File: config.mk
export PLATFORM = sky130hd
export DESIGN_NAME = pte_read_responder
export DESIGN_NICKNAME = d
export VERILOG_FILES = /design/src/rtl/pte_read_responder_pkg.sv /design/src/rtl/pte_read_responder_lat.sv /design/src/rtl/pte_read_responder.sv
export SDC_FILE = /design/constraint.sdc
export NUM_CORES = 1
export LEC_CHECK = 0
export CAP_MARGIN = 20
export CORE_UTILIZATION = 40
export CTS_CLUSTER_SIZE = 30
export DETAILED_ROUTE_END_ITERATION = 10
export HOLD_SLACK_MARGIN = 0.03
export MAX_ROUTING_LAYER = met4
export PLACE_DENSITY = 0.86
export SYNTH_ARGS = -nofsm -noshare
export SYNTH_HDL_FRONTEND = slang
export SYNTH_SLANG_ARGS = --single-unit
File: constraint.sdc
create_clock -name clk -period 2.85 [get_ports clk]
set_input_delay 0.855 -clock clk [delete_from_list [all_inputs] [get_ports clk]]
set_output_delay 0.855 -clock clk [all_outputs]
set_load 0.005 [all_outputs]
File: src/rtl/pte_read_responder_pkg.sv
// Shared PTE field positions, responder state encoding and A/D update helpers.
// The helpers are only referenced when PTE_AD_UPDATE_EN is defined.
package pte_read_responder_pkg;

  localparam int PTE_V      = 0;
  localparam int PTE_R      = 1;
  localparam int PTE_W      = 2;
  localparam int PTE_X      = 3;
  localparam int PTE_U      = 4;
  localparam int PTE_G      = 5;
  localparam int PTE_A      = 6;
  localparam int PTE_D      = 7;
  localparam int PTE_PPN_LO = 10;
  localparam int PTE_PPN_HI = 31;

  localparam logic [2:0] ST_IDLE_ENC  = 3'd0;
  localparam logic [2:0] ST_ERR_ENC   = 3'd1;
  localparam logic [2:0] ST_GRANT_ENC = 3'd2;
  localparam logic [2:0] ST_WAIT_ENC  = 3'd3;
  localparam logic [2:0] ST_RESP_ENC  = 3'd4;
  localparam logic [2:0] ST_UPD_ENC   = 3'd5;

  typedef enum logic [2:0] {
    ST_IDLE  = ST_IDLE_ENC,
    ST_ERR   = ST_ERR_ENC,
    ST_GRANT = ST_GRANT_ENC,
    ST_WAIT  = ST_WAIT_ENC,
    ST_RESP  = ST_RESP_ENC,
    ST_UPD   = ST_UPD_ENC
  } pte_state_e;

  function automatic logic pte_is_leaf(input logic [31:0] pte);
    return pte[PTE_V] && (pte[PTE_R] || pte[PTE_X]);
  endfunction

  function automatic logic pte_needs_upd(input logic [31:0] pte, input logic store);
    return pte_is_leaf(pte) && (!pte[PTE_A] || (store && !pte[PTE_D]));
  endfunction

  function automatic logic [31:0] pte_ad_set(input logic [31:0] pte, input logic store);
    logic [31:0] r;
    r = pte;
    r[PTE_A] = 1'b1;
    if (store) r[PTE_D] = 1'b1;
    return r;
  endfunction

  // Non-leaf/permission fields are carried untouched; named here for MMU reuse.
  localparam logic [31:0] PTE_KEEP_MASK =
      (32'(1) << PTE_W) | (32'(1) << PTE_U) | (32'(1) << PTE_G) |
      ((32'(1) << (PTE_PPN_HI - PTE_PPN_LO + 1)) - 32'(1)) << PTE_PPN_LO;

endpackage

File: src/rtl/pte_read_responder_lat.sv
// Loadable down-counter with a zero flag; used to time the RAM read latency.
module pte_lat_counter #(
  parameter int W = 2
) (
  input  logic         clk,
  input  logic         rst_n,
  input  logic         i_load,
  input  logic [W-1:0] i_load_val,
  input  logic         i_dec,
  output logic         o_zero
);

  logic [W-1:0] r_cnt;

  always_ff @(posedge clk or negedge rst_n) begin
    if (!rst_n) begin
      r_cnt <= '0;
    end else if (i_load) begin
      r_cnt <= i_load_val;
    end else if (i_dec && (r_cnt != '0)) begin
      r_cnt <= r_cnt - 1'b1;
    end
  end

  assign o_zero = (r_cnt == '0);

endmodule

File: src/rtl/pte_read_responder.sv
// PTE read responder between the MMU walker and the shared data RAM port.
// Define PTE_AD_UPDATE_EN to write back A/D bits of leaf PTEs after the response.
//
// state | meaning
// IDLE  | ready for a walker request
// ERR   | one-cycle error response, no RAM access
// GRANT | waiting for the CPU to release the RAM port, then issue the read
// WAIT  | counting down RAM read latency, capture data at zero
// RESP  | one-cycle data response
// UPD   | A/D write-back of the leaf PTE (feature build only)
module pte_read_responder
  import pte_read_responder_pkg::*;
#(
  parameter logic [31:0] MEM_BASE = 32'h0000_0000,
  parameter logic [31:0] MEM_SIZE = 32'h0001_0000,
  parameter int          RD_LAT   = 1
) (
  input  logic        clk,
  input  logic        rst_n,
  input  logic        req_valid,
  input  logic [31:0] req_addr,
  input  logic        req_store,
  output logic        req_ready,
  output logic        rsp_valid,
  output logic [31:0] rsp_data,
  output logic        rsp_err,
  input  logic        cpu_mem_active,
  output logic [31:0] mem_addr,
  output logic        mem_re,
  output logic        mem_we,
  output logic [31:0] mem_wdata,
  input  logic [31:0] mem_rdata,
  output logic        busy
);

  localparam logic [1:0] LAT_LD = 2'(RD_LAT - 1);

  pte_state_e  r_state, w_state_nxt;
  logic [31:0] r_addr, r_rsp_data, w_off;
  logic        w_xfer, w_err, w_cnt_load, w_cnt_zero, w_capture, w_mem_sel, w_we;

  assign w_off  = req_addr - MEM_BASE;
  assign w_err  = (req_addr[1:0] != 2'b00) || (w_off >= MEM_SIZE);
  assign w_xfer = req_valid && (r_state == ST_IDLE);

`ifdef PTE_AD_UPDATE_EN
  logic r_store;
  always_ff @(posedge clk or negedge rst_n) begin
    if (!rst_n)      r_store <= 1'b0;
    else if (w_xfer) r_store <= req_store;
  end
`else
  logic w_unused_store;
  assign w_unused_store = req_store;
`endif

  always_comb begin
    w_state_nxt = r_state;
    w_cnt_load  = 1'b0;
    w_capture   = 1'b0;
    w_mem_sel   = 1'b0;
    w_we        = 1'b0;
    mem_re      = 1'b0;
    case (r_state)
      ST_IDLE:  if (w_xfer) w_state_nxt = w_err ? ST_ERR : ST_GRANT;
      ST_ERR:   w_state_nxt = ST_IDLE;
      ST_GRANT: begin
        if (!cpu_mem_active) begin
          mem_re      = 1'b1;
          w_mem_sel   = 1'b1;
          w_cnt_load  = 1'b1;
          w_state_nxt = ST_WAIT;
        end
      end
      ST_WAIT: begin
        if (w_cnt_zero) begin
          w_capture   = 1'b1;
          w_state_nxt = ST_RESP;
        end
      end
      ST_RESP: begin
        w_state_nxt = ST_IDLE;
`ifdef PTE_AD_UPDATE_EN
        if (pte_needs_upd(r_rsp_data, r_store)) w_state_nxt = ST_UPD;
`endif
      end
`ifdef PTE_AD_UPDATE_EN
      ST_UPD: begin
        if (!cpu_mem_active) begin
          w_we        = 1'b1;
          w_mem_sel   = 1'b1;
          w_state_nxt = ST_IDLE;
        end
      end
`endif
      default:  w_state_nxt = ST_IDLE;
    endcase
  end

  always_ff @(posedge clk or negedge rst_n) begin
    if (!rst_n) begin
      r_state    <= ST_IDLE;
      r_addr     <= '0;
      r_rsp_data <= '0;
    end else begin
      r_state <= w_state_nxt;
      if (w_xfer) r_addr <= req_addr;
      // rsp_data only moves on the edge into a response state, so it holds otherwise
      if (w_xfer && w_err) r_rsp_data <= '0;
      else if (w_capture)  r_rsp_data <= mem_rdata;
    end
  end

  pte_lat_counter #(.W(2)) u_lat (
    .clk        (clk),
    .rst_n      (rst_n),
    .i_load     (w_cnt_load),
    .i_load_val (LAT_LD),
    .i_dec      (r_state == ST_WAIT),
    .o_zero     (w_cnt_zero)
  );

  assign req_ready = (r_state == ST_IDLE);
  assign busy      = (r_state != ST_IDLE);
  assign rsp_valid = (r_state == ST_ERR) || (r_state == ST_RESP);
  assign rsp_err   = (r_state == ST_ERR);
  assign rsp_data  = r_rsp_data;
  assign mem_addr  = w_mem_sel ? r_addr : 32'h0;

`ifdef PTE_AD_UPDATE_EN
  assign mem_we    = w_we;
  assign mem_wdata = w_we ? pte_ad_set(r_rsp_data, r_store) : 32'h0;
`else
  logic w_unused_we;
  assign w_unused_we = w_we;
  assign mem_we      = 1'b0;
  assign mem_wdata   = 32'h0;
`endif

endmodule
==> flow_summary.json <==
{
  "grt_max_degree": 34,
  "io_pins": 171,
  "worst-setup-path-type": "input pin to primary output",
  "slew_headroom_pct": 53.15,
  "grt_pass1_vias": 2636,
  "register_area_sq_um": 1728,
  "setup_ws_ns": 0.06780,
  "grt-ovfl-total": 0,
  "syn_area_per_cell_sq_um": 10.26,
  "rsz0062_at_grt": "no",
  "yosys_warnings": 0,
  "clockPowerShare_pct": 36.6,
  "track_usage_pct": 20.45,
  "clk_latency_ns": 0.33,
  "p_sw_uw": 505.1,
  "arrival_ns": 1.93,
  "synth-seq-cells": 69,
  "die_w_microns": 92.17,
  "cts_hold_buf": 0,
  "antenna_found_initial": 0,
  "fp.dieH_microns": 92.17,
  "start_util_pct": 41.65,
  "tritoncts": "built",
  "required_ns": 2.00,
  "combPwrFrac_pct": 13.6,
  "syn_inst": 317,
  "switching_share_pct": 22.71,
  "areaGrowthSynthToFinish_pct": 48.71,
  "vias_per_cell": 4.680,
  "cts_sinks": 69,
  "place_area_sq_um": 4631,
  "crit_path_end_kind": "primary output",
  "post-place-ws_ns": -0.4156,
  "worst_slew_pin_slew_ns": 0.6987,
  "diodes": 0,
  "skew_ns": 0.008248,
  "wirelength_microns": 7954,
  "grt_pass1_wl_microns": 12980,
  "dpl.hpwl_microns": 5762,
  "max_freq_mhz": 359.4,
  "portBuffers": 136,
  "drtIter0Drc": 95,
  "cp_max_fo": 17,
  "synth_area_sq_um": 3252,
  "gp_congestion": 0.7641,
  "grtUsageMet3_pct": 3.731,
  "core_sq_um": 7807,
  "wl_per_cell_microns": 14.15,
  "synth.distinct_cells": 31,
  "setup_violations": 0,
  "use_met1_pct": 24.96,
  "timing.final.max_slew_violations": 0,
  "peakVddDrop_uv": 313.0,
  "fin_crit_sh_pct": 97.62,
  "layout_commonest_cell": "clkdlybuf4s50_1",
  "synth_top_area_share_pct": 53.10,
  "multi_input_area_sq_um": 1324,
  "grt.met2_usage_pct": 34.02,
  "clk_pin_slew_ns": 0.07,
  "cts.htree.levels": 3,
  "internal_power_mw": 1.719,
  "period_needed_ns": 2.782,
  "ant_nets": 0,
  "drc": 0,
  "layout_common_cells": "101 x clkdlybuf4s50_1, 68 x dfrtp_1, 67 x nand2_1, 33 x conb_1",
  "final_area_sq_um": 4836,
  "cts_buffers": 9,
  "hold_path_class": "input pin to asynchronous set/reset pin",
  "finalNetCount": 527,
  "fillers": 661,
  "final-hold-violation-count": 0,
  "drv_cap": 0,
  "power_density_nw_per_um2": 459.9,
  "finalSetupTns_ns": 0,
  "first_pass_iters": 4,
  "p_seq_share_pct": 49.9,
  "die_area_sq_um": 8494,
  "seq_area_frac_synth_pct": 53.10,
  "yosys.area.top_type": "dfrtp_1",
  "p_leak_nw": 2.207,
  "critPathLaunchType": "input pin",
  "top_usage_layer": "met2",
  "num_rows": 32,
  "clk_path_buf_depth": 2,
  "dr_total_vias": 2630,
  "root_buffer": "clkbuf_8",
  "status": "complete, no violations",
  "finalPower_mw": 2.224,
  "yosys-top-cells-area": "dfrtp_1 53%, mux2_2 11%, nand2_1 7.7%",
  "drive_gt1_share_pct": 15.00
}
==> critical path: stages <==
cell           delay, ns
dlygate4sd2_1       0.25
nor3_4              0.16
buf_12              0.14
buf_12              0.12
and2_1              0.13
dlygate4sd2_1       0.26
==> worst paths after layout <==
check	slack, ns	end	startpoint	cells after the start
worst max register to register	0.88	rsp_data[9]	r_state[0]	5
worst max-delay path	0.07	mem_addr[0]	cpu_mem_active	6
worst min-delay path	0.45	rsp_data[23]	rst_n	1
worst min register to register	0.50	r_addr[3]	r_addr[3]	1
max in group asynchronous	1.68	r_addr[5]	rst_n	2
min in group clk	0.50	r_addr[3]	r_addr[3]	1
==> state kept, by name (all words and copies together) (netlist names) <==
signal and cells:
r_addr 32, r_state 3, rsp_data 32, u_lat.r_cnt 2
==> cells in the mapped netlist <==
cell	count
dfrtp_1	69
nand2_1	67
buf_4	33
and2_1	32
mux2_2	32
o21ai_0	31
clkbuf_1	9
buf_2	6
nor2_1	5
inv_1	4
nor3_1	3
nor4_1	3
a21oi_1	2
buf_1	2
nand2b_1	2
xnor2_1	2
a21boi_2	1
and3_1	1
clkbuf_2	1
conb_1	1
ha_1	1
nand3_1	1
nand4bb_1	1
nor2b_1	1
nor3_2	1
nor3b_1	1
o21ai_1	1
o41ai_2	1
or3_1	1
or4_4	1
or4b_4	1
==> metal layers <==
| layer | wire length, microns | vias up |
|---|---|---|
| met5 | 0 | - |
| met4 | 136 | 0 |
| met3 | 377 | 11 |
| met2 | 4102 | 100 |
| met1 | 3338 | 1274 |
| li1 | - | 1245 |
==> layout make-up <==
class | count | area share [%]
tap | 102 | 2.639
clock buffer | 13 | 3.493
sequential | 69 | 35.73
inverter | 4 | 0.3105
timing repair buffer | 148 | 29.83
multi-input combinational | 225 | 27.37
clock inverter | 1 | 0.6210
==> power by group through the flow <==
| stage | Clock [mW] | Sequential (mW) | Combinational, mW |
|---|---|---|---|
| finish | 0.813 | 1.11 | 0.301 |
| global route | 0.869 | 1.12 | 0.333 |
| CTS | 0.831 | 1.11 | 0.305 |
| detailed placement | 0 | 1.13 | 0.304 |
| global placement | 0 | 1.12 | 0.290 |
| floorplan | 0 | 1.11 | 0.187 |
==> cell families after synthesis <==
family	count (synthesis)	synth area share (%)
adder cells (fa/ha/maj)	1	0.3847
AO/OA/AOI/OAI	36	6.079
AND/OR/NAND/NOR	121	18.28
multiplexers	32	11.08
other	1	0.1153
XOR/XNOR	2	0.5388
flip-flops	69	53.10
buffers and inverters	55	10.43
==> repair_timing <==
action,in CTS,in global routing
cloned,1,0
endpoints found under the setup margin,33,21
setup buffers,3,0
resized for setup,38,10
pin swaps,1,0
==> through the flow <==
stage | hold slack [ns] | utilization [%] | instances
global placement | 0.4809 | 59.12 | 544
CTS | 0.4604 | 62.29 | 563
finish | 0.4548 | 61.94 | 562
detailed placement | 0.4875 | 59.31 | 545
floorplan | 0.4721 | - | 349
global route | 0.4865 | 61.94 | 562
No activity file was read; power rests on OpenSTA's default activity.
